### config.mk
export PLATFORM = sky130hd
export DESIGN_NAME = seq_divider_n
export DESIGN_NICKNAME = d
export VERILOG_FILES = /design/src/rtl/seq_divider_n.sv
export SDC_FILE = /design/constraint.sdc
export NUM_CORES = 1
export LEC_CHECK = 0
export ABC_AREA = 1
export CAP_MARGIN = 20
export CORE_MARGIN = 5
export CORE_UTILIZATION = 26
export DETAILED_ROUTE_END_ITERATION = 8
export GPL_TIMING_DRIVEN = 0
export HOLD_SLACK_MARGIN = 0.15
export SETUP_SLACK_MARGIN = 0.2
export SYNTH_ARGS = -nofsm -noshare
export SYNTH_HDL_FRONTEND = slang
export SYNTH_SLANG_ARGS = --single-unit
### constraint.sdc
create_clock -name clk -period 3.2 [get_ports clk]
set_input_delay 0.64 -clock clk [delete_from_list [all_inputs] [get_ports clk]]
set_output_delay 0.64 -clock clk [all_outputs]
set_load 0.1 [all_outputs]
### src/rtl/seq_divider_n.sv
// Sequential restoring divider: one quotient bit per cycle, MSB first, with optional
// two's-complement operands handled by magnitude division plus a final sign fix-up.
module seq_divider_n #(
  parameter int unsigned          WIDTH     = 16,
  parameter bit                   SIGNED_EN = 1'b0,
  parameter logic [WIDTH-1:0]     DIVZERO_Q = '1
) (
  input  logic             clk,
  input  logic             reset_n,
  input  logic             start,
  input  logic             signed_mode,
  input  logic [WIDTH-1:0] a,
  input  logic [WIDTH-1:0] b,
  output logic             busy,
  output logic             done,
  output logic [WIDTH-1:0] q,
  output logic [WIDTH-1:0] r,
  output logic             div_zero
);

  localparam int unsigned CntW = $clog2(WIDTH);

  typedef enum logic [1:0] {StIdle, StRun, StFix} state_e;

  state_e           state_q, state_d;
  logic [CntW-1:0]  cnt_q, cnt_d;
  logic [WIDTH-1:0] acc_q, acc_d;     // partial remainder (or raw dividend on divide-by-zero)
  logic [WIDTH-1:0] dq_q, dq_d;       // dividend bits shift out, quotient bits shift in
  logic [WIDTH-1:0] div_q, div_d;
  logic             neg_quot_q, neg_quot_d;
  logic             neg_rem_q, neg_rem_d;
  logic             dz_q, dz_d;
  logic [WIDTH-1:0] quot_q, quot_d;
  logic [WIDTH-1:0] rem_q, rem_d;
  logic             dzo_q, dzo_d;
  logic             done_q, done_d;

  logic             sm;
  logic [WIDTH-1:0] a_abs, b_abs;
  logic [WIDTH:0]   shifted, diff;
  logic             ge;

  assign sm    = SIGNED_EN && signed_mode;
  assign a_abs = (sm && a[WIDTH-1]) ? -a : a;
  assign b_abs = (sm && b[WIDTH-1]) ? -b : b;

  // diff stays within -div..div-1, so its top bit is a reliable borrow flag.
  assign shifted = {acc_q, dq_q[WIDTH-1]};
  assign diff    = shifted - {1'b0, div_q};
  assign ge      = ~diff[WIDTH];

  always_comb begin
    state_d    = state_q;
    cnt_d      = cnt_q;
    acc_d      = acc_q;
    dq_d       = dq_q;
    div_d      = div_q;
    neg_quot_d = neg_quot_q;
    neg_rem_d  = neg_rem_q;
    dz_d       = dz_q;
    quot_d     = quot_q;
    rem_d      = rem_q;
    dzo_d      = dzo_q;
    done_d     = 1'b0;

    unique case (state_q)
      StIdle: ;
      StRun: begin
        acc_d = ge ? diff[WIDTH-1:0] : shifted[WIDTH-1:0];
        dq_d  = {dq_q[WIDTH-2:0], ge};
        cnt_d = cnt_q - CntW'(1);
        if (cnt_q == '0) state_d = StFix;
      end
      StFix: begin
        done_d  = 1'b1;
        dzo_d   = dz_q;
        quot_d  = dz_q ? DIVZERO_Q : (neg_quot_q ? -dq_q : dq_q);
        rem_d   = (neg_rem_q && !dz_q) ? -acc_q : acc_q;
        state_d = StIdle;
      end
      default: state_d = StIdle;
    endcase

    // A start in any state (re)launches; a FIX-cycle start keeps the done computed above.
    if (start) begin
      if (b == '0) begin
        state_d    = StFix;
        dz_d       = 1'b1;
        acc_d      = a;
        dq_d       = '0;
        cnt_d      = '0;
        neg_quot_d = 1'b0;
        neg_rem_d  = 1'b0;
      end else begin
        state_d    = StRun;
        dz_d       = 1'b0;
        acc_d      = '0;
        dq_d       = a_abs;
        div_d      = b_abs;
        cnt_d      = CntW'(WIDTH - 1);
        neg_quot_d = sm && (a[WIDTH-1] ^ b[WIDTH-1]);
        neg_rem_d  = sm && a[WIDTH-1];
      end
    end
  end

  always_ff @(posedge clk or negedge reset_n) begin
    if (!reset_n) begin
      state_q    <= StIdle;
      cnt_q      <= '0;
      acc_q      <= '0;
      dq_q       <= '0;
      div_q      <= '0;
      neg_quot_q <= 1'b0;
      neg_rem_q  <= 1'b0;
      dz_q       <= 1'b0;
      quot_q     <= '0;
      rem_q      <= '0;
      dzo_q      <= 1'b0;
      done_q     <= 1'b0;
    end else begin
      state_q    <= state_d;
      cnt_q      <= cnt_d;
      acc_q      <= acc_d;
      dq_q       <= dq_d;
      div_q      <= div_d;
      neg_quot_q <= neg_quot_d;
      neg_rem_q  <= neg_rem_d;
      dz_q       <= dz_d;
      quot_q     <= quot_d;
      rem_q      <= rem_d;
      dzo_q      <= dzo_d;
      done_q     <= done_d;
    end
  end

  assign busy     = (state_q != StIdle);
  assign done     = done_q;
  assign q        = quot_q;
  assign r        = rem_q;
  assign div_zero = dzo_q;

endmodule

After elaboration in Yosys (flattened, before gate mapping)
Index checks and enable logic that the tools add are counted.
{ "word_totals": {"ff_bits": 89, "input_bits": 36, "word_cells": 42} }
{ "op_classes": {"add_sub_neg": 2, "eq_ne": 4, "n_mux": 17, "bitwise_logic": 2, "reduce_logical": 7} }
{ "ops": {"columns": ["op", "count"], "rows": [
  ["$mux W16", 8],
  ["$sub A17 B16 Y17", 1],
  ["$logic_not A16 Y1", 1],
  ["$mux W4", 3],
  ["$mux W2", 3],
  ["$logic_not A4 Y1", 1],
  ["$pmux W2 S2", 1],
  ["$reduce_and A2 Y1", 2],
  ["$reduce_bool A2 Y1", 2],
  ["$sub A4 B1 Y4 const B", 1],
  ["$ne A3 B3 Y1 const B", 1],
  ["$eq A2 B1 Y1 const B", 1],
  ["$eq A2 B2 Y1 const B", 1],
  ["$logic_not A2 Y1", 1],
  ["$mux W1", 2],
  ["$ne A2 B2 Y1 const B", 1],
  ["$not A1 Y1", 2]
]} }

Depth between registers and ports, before layout
{ "logic_depth": {"ltp_word": 4, "mapped_depth": 16} }

Worst setup path before layout
No wires, ideal clock.
{ "synth_timing": {"path_type": "register to register", "startpoint": "register dq_q[15]", "endpoint": "register acc_q[11]", "setup_ns": 0.122, "arrival_ns": 1.938, "required_time_ns": 3.078, "path_slack_ns": 1.141, "path_stages_with_launch": 17, "path_buffers": 1, "period_less_slack_ns": 2.059, "cell_sequence": "dfrtp_1 inv_1 ha_1 fa_1 inv_2 nand2_1 nand2_1 nand3_2 nand2_2 nand2_4 nand2_2 nand2_2 nand2_4 buf_6 nand3_1 nand2_1 a21oi_2"} }
{ "synth_via": {"elab_chain_len": 4} }
{ "synth_rtl": {"columns": ["item", "line_no", "text"], "rows": [
  ["start: declaration", "28", "logic [WIDTH-1:0] dq_q, dq_d;"],
  ["start signal: assignment", "125", "dq_q <= dq_d;"],
  ["$sub A17 B16 Y17", "49", "assign diff = shifted - {1'b0, div_q};"],
  ["$mux W16", "69", "acc_d = ge ? diff[WIDTH-1:0] : shifted[WIDTH-1:0];"],
  ["$mux W16", "66", "unique case (state_q)"],
  ["$mux W16", "85", "if (start) begin"],
  ["end signal: assignment", "111", "acc_q <= '0;"],
  ["end signal: assignment", "124", "acc_q <= acc_d;"],
  ["end: declaration", "27", "logic [WIDTH-1:0] acc_q, acc_d;"]
]} }
Every way passes these cells. The select of a mux whose other input is x is not followed.
A chain may end at the register's enable or synchronous reset.

Final worst setup path
{ "layout_timing": {"startpoint": "register state_q[0]", "endpoint": "output port busy"} }
{ "layout_via": {"elab_chain_len": 1} }
{ "layout_rtl": {"columns": ["item", "line_no", "text"], "rows": [
  ["start: declaration", "25", "state_e state_q, state_d;"],
  ["start signal: assignment", "109", "state_q <= StIdle;"],
  ["start signal: assignment", "122", "state_q <= state_d;"],
  ["$reduce_bool A2 Y1", "137", "assign busy = (state_q != StIdle);"],
  ["end: declaration", "14", "output logic busy,"]
]} }
Every way passes these cells.

==> impl_metrics.tcl <==
set metrics [dict create \
    status "finished, final reports clean" \
    seq_area_frac_synth 0.442 \
    firstDrtPassIters 4 \
    synth_seq_cells 89 \
    r2r_setup_slack_ps 850 \
    viasPerCell 4.32 \
    hold_viol 0 \
    die_w_um 149 \
    combPwrFrac 0.585 \
    fp-row-count 51 \
    first_iter_violations 301 \
    ff2ff_path_depth 16 \
    switching_share 0.531 \
    core_area_um2 19300 \
    grt_max_degree 56 \
    switchingPower_mw 3.51 \
    cts_tree "yes" \
    die_area_um2 22300 \
    n_fill_cell 2094 \
    grt_pass1_wl_mm 22.3 \
    area_growth_pct 26.3 \
    critPathRequiredTime_ps 2560 \
    cp_cell_sequence "inv_1 > nand2_1 > clkdlybuf4s50_1" \
    vdd_ir_drop_max_mv 0.252 \
    skew_ps 8.00 \
    worstSetupPathType "flip-flop to output port" \
    post_cts_buffers 0 \
    setup_tns_ps 0 \
    synthCells 690 \
    fin_crit_ps 2590 \
    num_vias 4494 \
    post-route-period-util 0.809 \
    p_leak_nw 3.19 \
    hp-class "primary input to async pin" \
    drv_slew 0 \
    dp_hpwl_mm 11.1 \
    reg2reg_to "acc_q[15]" \
    chipHeight_um 149 \
    seqPwrFrac 0.261 \
    drc 0 \
    cts_max_path_buffers 2 \
    setup_viol 0 \
    cts-resized-gates 0 \
    clk_pin_slew_ps 70 \
    grt_antenna_before_repair 0 \
    max_clock_freq_ghz 0.386 \
    worst_setup_path_end_kind "output port" \
    critPathLaunchType "flip-flop" \
    cp_slowest_stage_delay_ps 1140 \
    clock-sinks 89 \
    max_cap_viol_count 0 \
    drt_wl_total_mm 13.7 \
    avgSynthCellArea_um2 7.30 \
    htree_levels 3 \
    ys_types 32 \
    port_buffers 69 \
    internal_power_mw 3.10 \
    clkLatencyLatePin_ps 360 \
    power_mw 6.61 \
    rsz0062_at_grt "no" \
    ys_warn_count 0 \
    postRouteAntennaNets 0 \
    clkPwrFrac 0.154 \
    tightest_slew_ps 995 \
    nets 825 \
    root_buffer "clkbuf_16" \
    worst_slew_margin_rel 0.335 \
    numCtsBuffers 9 \
    path_max_fanout 2 \
    ctsHoldBuffers 0 \
    utilization 0.330 \
    syn-cell-area_um2 5040 \
    pwr_density_cell_nw_per_um2 1040 \
    grt_use_total 0.127 \
    synth_nets 744 \
    worstPathArrival_ps 1950 \
    routabilityCongestion 0.878 \
    grt-ovfl-total 0 \
    slowest_stage "clkdlybuf4s50_1" \
    r2r_start "dq_q[15]" \
    drive_above_1_share 0.0735 \
    diodes 0 \
    start_util 0.262 \
    grt_pass1_vias 4186 \
    post_drt_wl_per_cell_um 13.1 \
    ios 71 \
]
-- metal layers --
| metal | GRT usage | wire length [um] |
|---|---|---|
| met1 | 0.181 | 6830 |
| met2 | 0.194 | 6050 |
| met3 | 0.0201 | 513 |
| met4 | 0.0485 | 271 |
| met5 | 0 | 0 |
-- cell families (layout without fill, tap and decap cells) --
group / Yosys count / count (layout) / synth area share
xor+xnor: 8 / 8 / 0.0139
fa+ha+maj: 18 / 18 / 0.0462
buf+inv: 127 / 213 / 0.0981
compound gates: 125 / 125 / 0.134
simple gates: 323 / 323 / 0.266
flops: 89 / 89 / 0.442
-- state kept, by name, indices dropped and copies added (netlist names), 2 cells and up --
name / cells
q: 16
acc_q: 16
r: 16
cnt_q: 4
div_q: 16
state_q: 2
dq_q: 16
-- cells in the mapped netlist --
| cell type | instances | area (um2) |
|---|---|---|
| clkbuf_1 | 17 | 63.8 |
| and2_0 | 1 | 6.26 |
| nor2_2 | 1 | 6.26 |
| buf_6 | 2 | 22.5 |
| nand4_1 | 5 | 31.3 |
| inv_1 | 94 | 353 |
| nand3b_1 | 1 | 7.51 |
| dfrtp_1 | 89 | 2230 |
| a21oi_1 | 48 | 240 |
| clkinv_1 | 1 | 3.75 |
| fa_1 | 1 | 20.0 |
| o221ai_1 | 1 | 8.76 |
| buf_1 | 1 | 3.75 |
| nor2_1 | 53 | 199 |
| xor2_1 | 7 | 61.3 |
| o21bai_1 | 1 | 7.51 |
| nand3_2 | 3 | 30.0 |
| buf_2 | 2 | 10.0 |
| xnor2_1 | 1 | 8.76 |
| ha_1 | 17 | 213 |
| nand2_4 | 2 | 22.5 |
| o21ai_1 | 4 | 20.0 |
| nand2_2 | 8 | 50.1 |
| a22oi_1 | 1 | 7.51 |
| or2_1 | 1 | 6.26 |
| nor3_1 | 3 | 15.0 |
| a21oi_2 | 11 | 96.3 |
| o21ai_0 | 59 | 295 |
| nand2_1 | 212 | 796 |
| nand3_1 | 32 | 160 |
| nor3_2 | 1 | 10.0 |
| inv_2 | 10 | 37.5 |
-- placed cells by master (no fill, tap or decap), types with 2 or more instances in the layout --
cell             instances
ha_1                    17
buf_6                    2
nor3_1                   3
clkbuf_16                9
nand2_1                212
nand3_2                  3
a21oi_2                 11
nand3_1                 32
buf_2                    2
nand2_4                  2
nand2_2                  8
clkinvlp_4               3
nor2_1                  53
dfrtp_1                 89
clkdlybuf4s50_1         68
a21oi_1                 48
o21ai_1                  4
nand4_1                  5
inv_2                   10
o21ai_0                 59
clkbuf_1                18
inv_1                   94
xor2_1                   7
-- through the flow --
step                cells  hold slack [ps]  area (um2)  worst slack [ps]
finish               1041              230        6370               612
global route         1041              266        6370               523
CTS                  1041              242        6370               575
detailed placement   1025              458        6090               530
global placement     1024              457        6060             -1860
floorplan             690              344        5040              1140
-- critical path, delay by kind of cell, from the launching register on --
kind	cells	cell delay (ps)
flops	1	340
simple gates	1	60
buf+inv	2	1190
-- worst max path at each step --
stage	startpoint	end	slack [ps]
global route	state_q[1]	busy	520
CTS	state_q[0]	busy	570
floorplan	dq_q[15]	acc_q[11]	1140
global placement	reset_n	div_q[3]	-1860
detailed placement	b[5]	dq_q[8]	530
finish	state_q[0]	busy	610
-- power groups by stage --
stage | clock (mW) | combinational (mW) | sequential [mW]
after floorplan | 0 | 1.75 | 2.92
after global placement | 0 | 3.84 | 1.74
after detailed placement | 0 | 3.88 | 1.74
after CTS | 1.05 | 3.89 | 1.72
after global routing | 1.09 | 4.21 | 1.78
final | 1.02 | 3.87 | 1.72
-- cell type report --
cell class	instances	area [um2]	area share
Multi-Input combinational cell	474	2320	0.364
Sequential cell	89	2230	0.350
Timing Repair Buffer	70	716	0.112
Inverter	105	394	0.0619
Tap cell	265	332	0.0521
Clock buffer	10	229	0.0360
Buffer	22	100	0.0157
Clock inverter	6	51.3	0.00806
Note: power is estimated with default switching activity, not from simulation.
